File: src/rtl/seq_mem_arb_pkg.sv
// Shared operation and controller-state encodings for the sequenced memory arbiter.
package seq_mem_arb_pkg;

   typedef enum logic [1:0] {
      OP_RD  = 2'b00,
      OP_WR  = 2'b01,
      OP_BIT = 2'b10,
      OP_NOP = 2'b11
   } mem_op_e;

   typedef enum logic {
      ST_INIT = 1'b0,
      ST_RUN  = 1'b1
   } ctrl_state_e;

endpackage

File: src/rtl/seq_rr_arb2.sv
// Two-way round-robin arbiter; the pointer moves only when a grant is accepted.
module seq_rr_arb2 (
   input  logic       clk,
   input  logic       rst_n,
   input  logic [1:0] valid,
   input  logic       advance,
   output logic [1:0] grant
);

   // high when requester 1 holds the most recent grant; reset value hands the first contest to requester 0
   logic last_one;

   always_comb begin
      grant = 2'b00;
      case (valid)
         2'b01:   grant = 2'b01;
         2'b10:   grant = 2'b10;
         2'b11:   grant = last_one ? 2'b01 : 2'b10;
         default: grant = 2'b00;
      endcase
   end

   always_ff @(posedge clk or negedge rst_n) begin
      if (!rst_n) begin
         last_one <= 1'b1;
      end else if (advance) begin
         last_one <= grant[1];
      end
   end

endmodule

File: src/rtl/seq_mem_arbiter.sv
// Register-array memory shared by two valid/ready requesters; zeroed by an init sweep after reset.
//   state   | meaning
//   ST_INIT | writing zero to mem[init_cnt], requesters held off
//   ST_RUN  | serving one arbitrated access per cycle until next reset
module seq_mem_arbiter
   import seq_mem_arb_pkg::*;
#(
   parameter  int DEPTH  = 16,
   parameter  int DATA_W = 8,
   localparam int ADDR_W = $clog2(DEPTH),
   localparam int BIT_W  = $clog2(DATA_W)
) (
   input  logic              clk,
   input  logic              rst_n,
   output logic              init_done,
   input  logic              req0_valid,
   output logic              req0_ready,
   input  logic [1:0]        req0_op,
   input  logic [ADDR_W-1:0] req0_addr,
   input  logic [BIT_W-1:0]  req0_bit,
   input  logic [DATA_W-1:0] req0_wdata,
   input  logic              req0_bit_value,
   output logic              rsp0_valid,
   output logic [DATA_W-1:0] rsp0_rdata,
   input  logic              req1_valid,
   output logic              req1_ready,
   input  logic [1:0]        req1_op,
   input  logic [ADDR_W-1:0] req1_addr,
   input  logic [BIT_W-1:0]  req1_bit,
   input  logic [DATA_W-1:0] req1_wdata,
   input  logic              req1_bit_value,
   output logic              rsp1_valid,
   output logic [DATA_W-1:0] rsp1_rdata
);

   ctrl_state_e       state, state_nxt;
   logic [ADDR_W-1:0] init_cnt;
   logic [DATA_W-1:0] mem [DEPTH];

   logic              run;
   logic [1:0]        grant;
   logic              accept;
   logic [1:0]        sel_op;
   logic [ADDR_W-1:0] sel_addr;
   logic [BIT_W-1:0]  sel_bit;
   logic [DATA_W-1:0] sel_wdata;
   logic              sel_bit_value;
   logic              addr_ok;
   logic              bit_ok;
   logic [DATA_W-1:0] rd_word;
   logic [DATA_W-1:0] wr_word;
   logic              wr_en;

   assign run       = (state == ST_RUN);
   assign init_done = run;

   seq_rr_arb2 u_arb (
      .clk     (clk),
      .rst_n   (rst_n),
      .valid   ({req1_valid, req0_valid}),
      .advance (accept),
      .grant   (grant)
   );

   assign req0_ready = run & req0_valid & grant[0];
   assign req1_ready = run & req1_valid & grant[1];
   assign accept     = req0_ready | req1_ready;

   always_comb begin
      if (req1_ready) begin
         sel_op        = req1_op;
         sel_addr      = req1_addr;
         sel_bit       = req1_bit;
         sel_wdata     = req1_wdata;
         sel_bit_value = req1_bit_value;
      end else begin
         sel_op        = req0_op;
         sel_addr      = req0_addr;
         sel_bit       = req0_bit;
         sel_wdata     = req0_wdata;
         sel_bit_value = req0_bit_value;
      end
   end

   // range guards only exist when the index field can exceed the array/word size
   if (DEPTH == (1 << ADDR_W)) begin : g_addr_full
      assign addr_ok = 1'b1;
   end else begin : g_addr_part
      assign addr_ok = (int'(sel_addr) < DEPTH);
   end

   if (DATA_W == (1 << BIT_W)) begin : g_bit_full
      assign bit_ok = 1'b1;
   end else begin : g_bit_part
      assign bit_ok = (int'(sel_bit) < DATA_W);
   end

   assign rd_word = addr_ok ? mem[sel_addr] : '0;

   always_comb begin
      wr_en   = 1'b0;
      wr_word = rd_word;
      if (accept && addr_ok) begin
         case (mem_op_e'(sel_op))
            OP_WR: begin
               wr_en   = 1'b1;
               wr_word = sel_wdata;
            end
            OP_BIT: begin
               if (bit_ok) begin
                  wr_en            = 1'b1;
                  wr_word[sel_bit] = sel_bit_value;
               end
            end
            default: wr_en = 1'b0;
         endcase
      end
   end

   always_comb begin
      state_nxt = state;
      case (state)
         ST_INIT: if (init_cnt == ADDR_W'(DEPTH - 1)) state_nxt = ST_RUN;
         ST_RUN:  state_nxt = ST_RUN;
         default: state_nxt = ST_INIT;
      endcase
   end

   always_ff @(posedge clk or negedge rst_n) begin
      if (!rst_n) begin
         state    <= ST_INIT;
         init_cnt <= '0;
      end else begin
         state <= state_nxt;
         if (state == ST_INIT) init_cnt <= init_cnt + ADDR_W'(1);
      end
   end

   always_ff @(posedge clk) begin
      if (state == ST_INIT) begin
         mem[init_cnt] <= '0;
      end else if (wr_en) begin
         mem[sel_addr] <= wr_word;
      end
   end

   // rdata captures the pre-write word and holds it between strobes
   always_ff @(posedge clk or negedge rst_n) begin
      if (!rst_n) begin
         rsp0_valid <= 1'b0;
         rsp1_valid <= 1'b0;
         rsp0_rdata <= '0;
         rsp1_rdata <= '0;
      end else begin
         rsp0_valid <= req0_ready;
         rsp1_valid <= req1_ready;
         if (req0_ready) rsp0_rdata <= rd_word;
         if (req1_ready) rsp1_rdata <= rd_word;
      end
   end

endmodule

File: config.mk
export PLATFORM = sky130hd
export DESIGN_NAME = seq_mem_arbiter
export DESIGN_NICKNAME = d
export VERILOG_FILES = /design/src/rtl/seq_mem_arb_pkg.sv /design/src/rtl/seq_rr_arb2.sv /design/src/rtl/seq_mem_arbiter.sv
export SDC_FILE = /design/constraint.sdc
export NUM_CORES = 1
export LEC_CHECK = 0
export CORE_UTILIZATION = 40
export CTS_CLUSTER_DIAMETER = 120
export DETAILED_ROUTE_END_ITERATION = 8
export PLACE_DENSITY_LB_ADDON = 0.1
export RECOVER_POWER = 100
export SLEW_MARGIN = 20
export SYNTH_ARGS = -nofsm -noshare
export SYNTH_HDL_FRONTEND = slang
export SYNTH_HIERARCHICAL = 1
export SYNTH_SLANG_ARGS = --single-unit
File: constraint.sdc
create_clock -name clk -period 7.8 [get_ports clk]
set_input_delay 1.95 -clock clk [delete_from_list [all_inputs] [get_ports clk]]
set_output_delay 1.95 -clock clk [all_outputs]
set_load 0.005 [all_outputs]
==> impl_metrics.json <==
{
  "clock_path_buffers": 2,
  "fp.coreArea_um2": 19000,
  "synth-async-reset-ratio": 0.158,
  "antenna_found_initial": 0,
  "place_hpwl_mm": 15.0,
  "drt_iter0_markers": 525,
  "die_w_um": 142,
  "rows": 50,
  "cts.sinks": 152,
  "fin_crit_ns": 6.60,
  "cts-htree-levels": 4,
  "grt_usage": 0.225,
  "fin_cells": 841,
  "r2r_cells": 11,
  "cp_max_fo": 12,
  "hold_viol_final": 0,
  "numPortBuffers": 60,
  "synth_xor_area_frac": 0.00336,
  "cp-end-kind": "primary output",
  "clkPwrFrac": 0.396,
  "syn_nets": 559,
  "final_cell_mix": "edfxtp_1 (128), mux4_2 (64), clkdlybuf4s50_1 (35)",
  "leakage_uw": 0.00309,
  "relSlewSlack": 0.0428,
  "hold_start": "rsp1_rdata[3]",
  "timing.hold.ws_ns": 0.482,
  "tightestPinTransition_ns": 1.44,
  "root_buffer": "clkbuf_16",
  "ys.flop_type": "edfxtp_1",
  "min_path_type": "flop to flop",
  "syn_area_um2": 7820,
  "synth_compound_area_frac": 0.114,
  "drive_gt1_frac": 0.196,
  "period_share": 0.846,
  "drv_cap": 0,
  "synth_area_leaders": "edfxtp_1 (49%), mux4_2 (18%), dfrtp_1 (7.4%)",
  "synth-seq-cells": 152,
  "fin_skew_ns": 0.0115,
  "drcViolationCount": 0,
  "critPathLaunchType": "input port",
  "min_to": "rsp1_rdata[3]",
  "status": "complete, no violations",
  "min_path_cells": 2,
  "clk_pin_slew_worst_paths_ns": 0.06,
  "fin_nets": 611,
  "syn_to_final_growth_pct": 17.3,
  "post_cts_resized": 0,
  "rr_startpoint": "init_done",
  "dr.pass1.iters": 5,
  "seq_area_frac_synth": 0.569,
  "p_sw_uw": 501,
  "switching_share": 0.247,
  "seqPwrFrac": 0.461,
  "wl_per_cell_um": 25.4,
  "fin_tns_setup_ns": 0,
  "setup_viol": 0,
  "grt-ovfl-total": 0,
  "yosys.area_share.simple": 0.0791,
  "fmaxAchievable_mhz": 152,
  "pwr-share-comb": 0.142,
  "timing.rr.end": "mem[14][1]",
  "synth_top_area_frac": 0.492,
  "die_h_um": 142,
  "critical_path_required_ns": 5.85,
  "dp_cells": 809,
  "vdd_drop_max_uv": 157,
  "yosysUniqueCellTypes": 53,
  "die_area_um2": 20100,
  "crit_type": "input port to primary output",
  "maxSlewViolCount": 0,
  "yosys.area.top_type": "edfxtp_1",
  "cts_setup_buffers": 0,
  "num_vias": 5073,
  "synth.area.mux_share": 0.202,
  "layout_commonest_cell": "edfxtp_1",
  "syn_avg_cell_area_um2": 15.2,
  "hold_buffers": 0,
  "io_pins": 61,
  "power.density_nw_per_um2": 221,
  "yosys.area_share.adder": 0.00480,
  "antenna_left": 0,
  "grt_pass1_vias": 5137,
  "vias_per_cell": 6.03,
  "grt_max_degree": 34,
  "grt_setup_unrepaired": "false",
  "synth-edff-count": 128,
  "cp.arrival_ns": 4.65,
  "start_util": 0.412,
  "gp_congestion": 0.837,
  "routed_wl_mm": 21.4,
  "num_antenna_cells": 0,
  "clk_latency_ns": 0.42,
  "intPower_uw": 1520,
  "synth_top_family_by_area": "multiplexers",
  "rrSetupSlack_ns": 3.09,
  "yosysWarnings": 6,
  "cts-buffers-inserted": 17,
  "grt_pass1_wl_mm": 32.2,
  "syn-instance-count": 516,
  "cts_tree": "yes"
}
[synthesized netlist by cell type, drive strengths merged, types with 11 or more instances]
cell    instances
edfxtp        128
clkbuf         15
buf            20
mux4           64
nor2           22
nor3           26
dfrtp          23
nand2          18
a21oi          14
a31o           17
o22ai          16
mux2i          11
[worst max path at each step]
stage | depth (start not counted) | from | to
after floorplan | 14 | req1_valid | mem[0][0]
after global placement | 13 | req1_valid | mem[13][0]
after detailed placement | 13 | req1_valid | mem[13][0]
after CTS | 5 | req1_valid | req1_ready
after global routing | 13 | req1_valid | mem[13][3]
final | 5 | req1_valid | req1_ready
[cell type report]
type,instances,area (um2)
multi-input cells,319,3150
clock inverters,15,150
repair buffers,68,637
flip-flops and latches,152,4450
clock buffers,17,425
fillers,1657,9780
well taps,260,325
inverters,10,37.5
[state kept, by name, summed over array words and instances, names as in the netlist]
signal and flops:
rsp1_valid 1, rsp0_valid 1, u_arb/last_one 1, rsp0_rdata 8
rsp1_rdata 8, init_done 1, mem 128, init_cnt 4
[metrics by stage]
stage / power (uW) / instance area (um2) / utilization / worst slack (ns)
5_1_grt: 2090 / 9170 / 0.484 / 0.799
3_3_place_gp: 1250 / 8620 / 0.455 / 1.48
2_1_floorplan: 1110 / 7820 / - / 2.67
6_report: 2030 / 9170 / 0.484 / 1.20
4_1_cts: 2050 / 9190 / 0.485 / 1.58
3_5_place_dp: 1250 / 8610 / 0.454 / 1.34
[worst max-delay path: stages]
cell and delay [ns]:
dlygate4sd3_1 0.69, a21boi_2 0.38, nand3_1 0.58, inv_1 0.42, dlygate4sd3_1 0.62
[per-layer routing]
metal | vias to the layer above | track usage | wire length, um
met5 | - | 0 | 0
met3 | 17 | 0.0405 | 1200
li1 | 2259 | - | -
met4 | 0 | 0.0611 | 214
met1 | 2607 | 0.311 | 9790
met2 | 190 | 0.367 | 10200
[cells by family after synthesis]
family          after synthesis
flops                       152
compound gates              118
buf+inv                      45
simple gates                118
fa+ha+maj                     3
mux                          77
xor+xnor                      3
[power groups by stage]
stage	clock network, uW	registers [uW]	logic, uW
6_report	803	934	288
5_1_grt	845	938	311
4_1_cts	816	935	301
3_5_place_dp	0	952	300
3_3_place_gp	0	950	299
2_1_floorplan	0	950	165
Power figures use the tool's default switching activity.
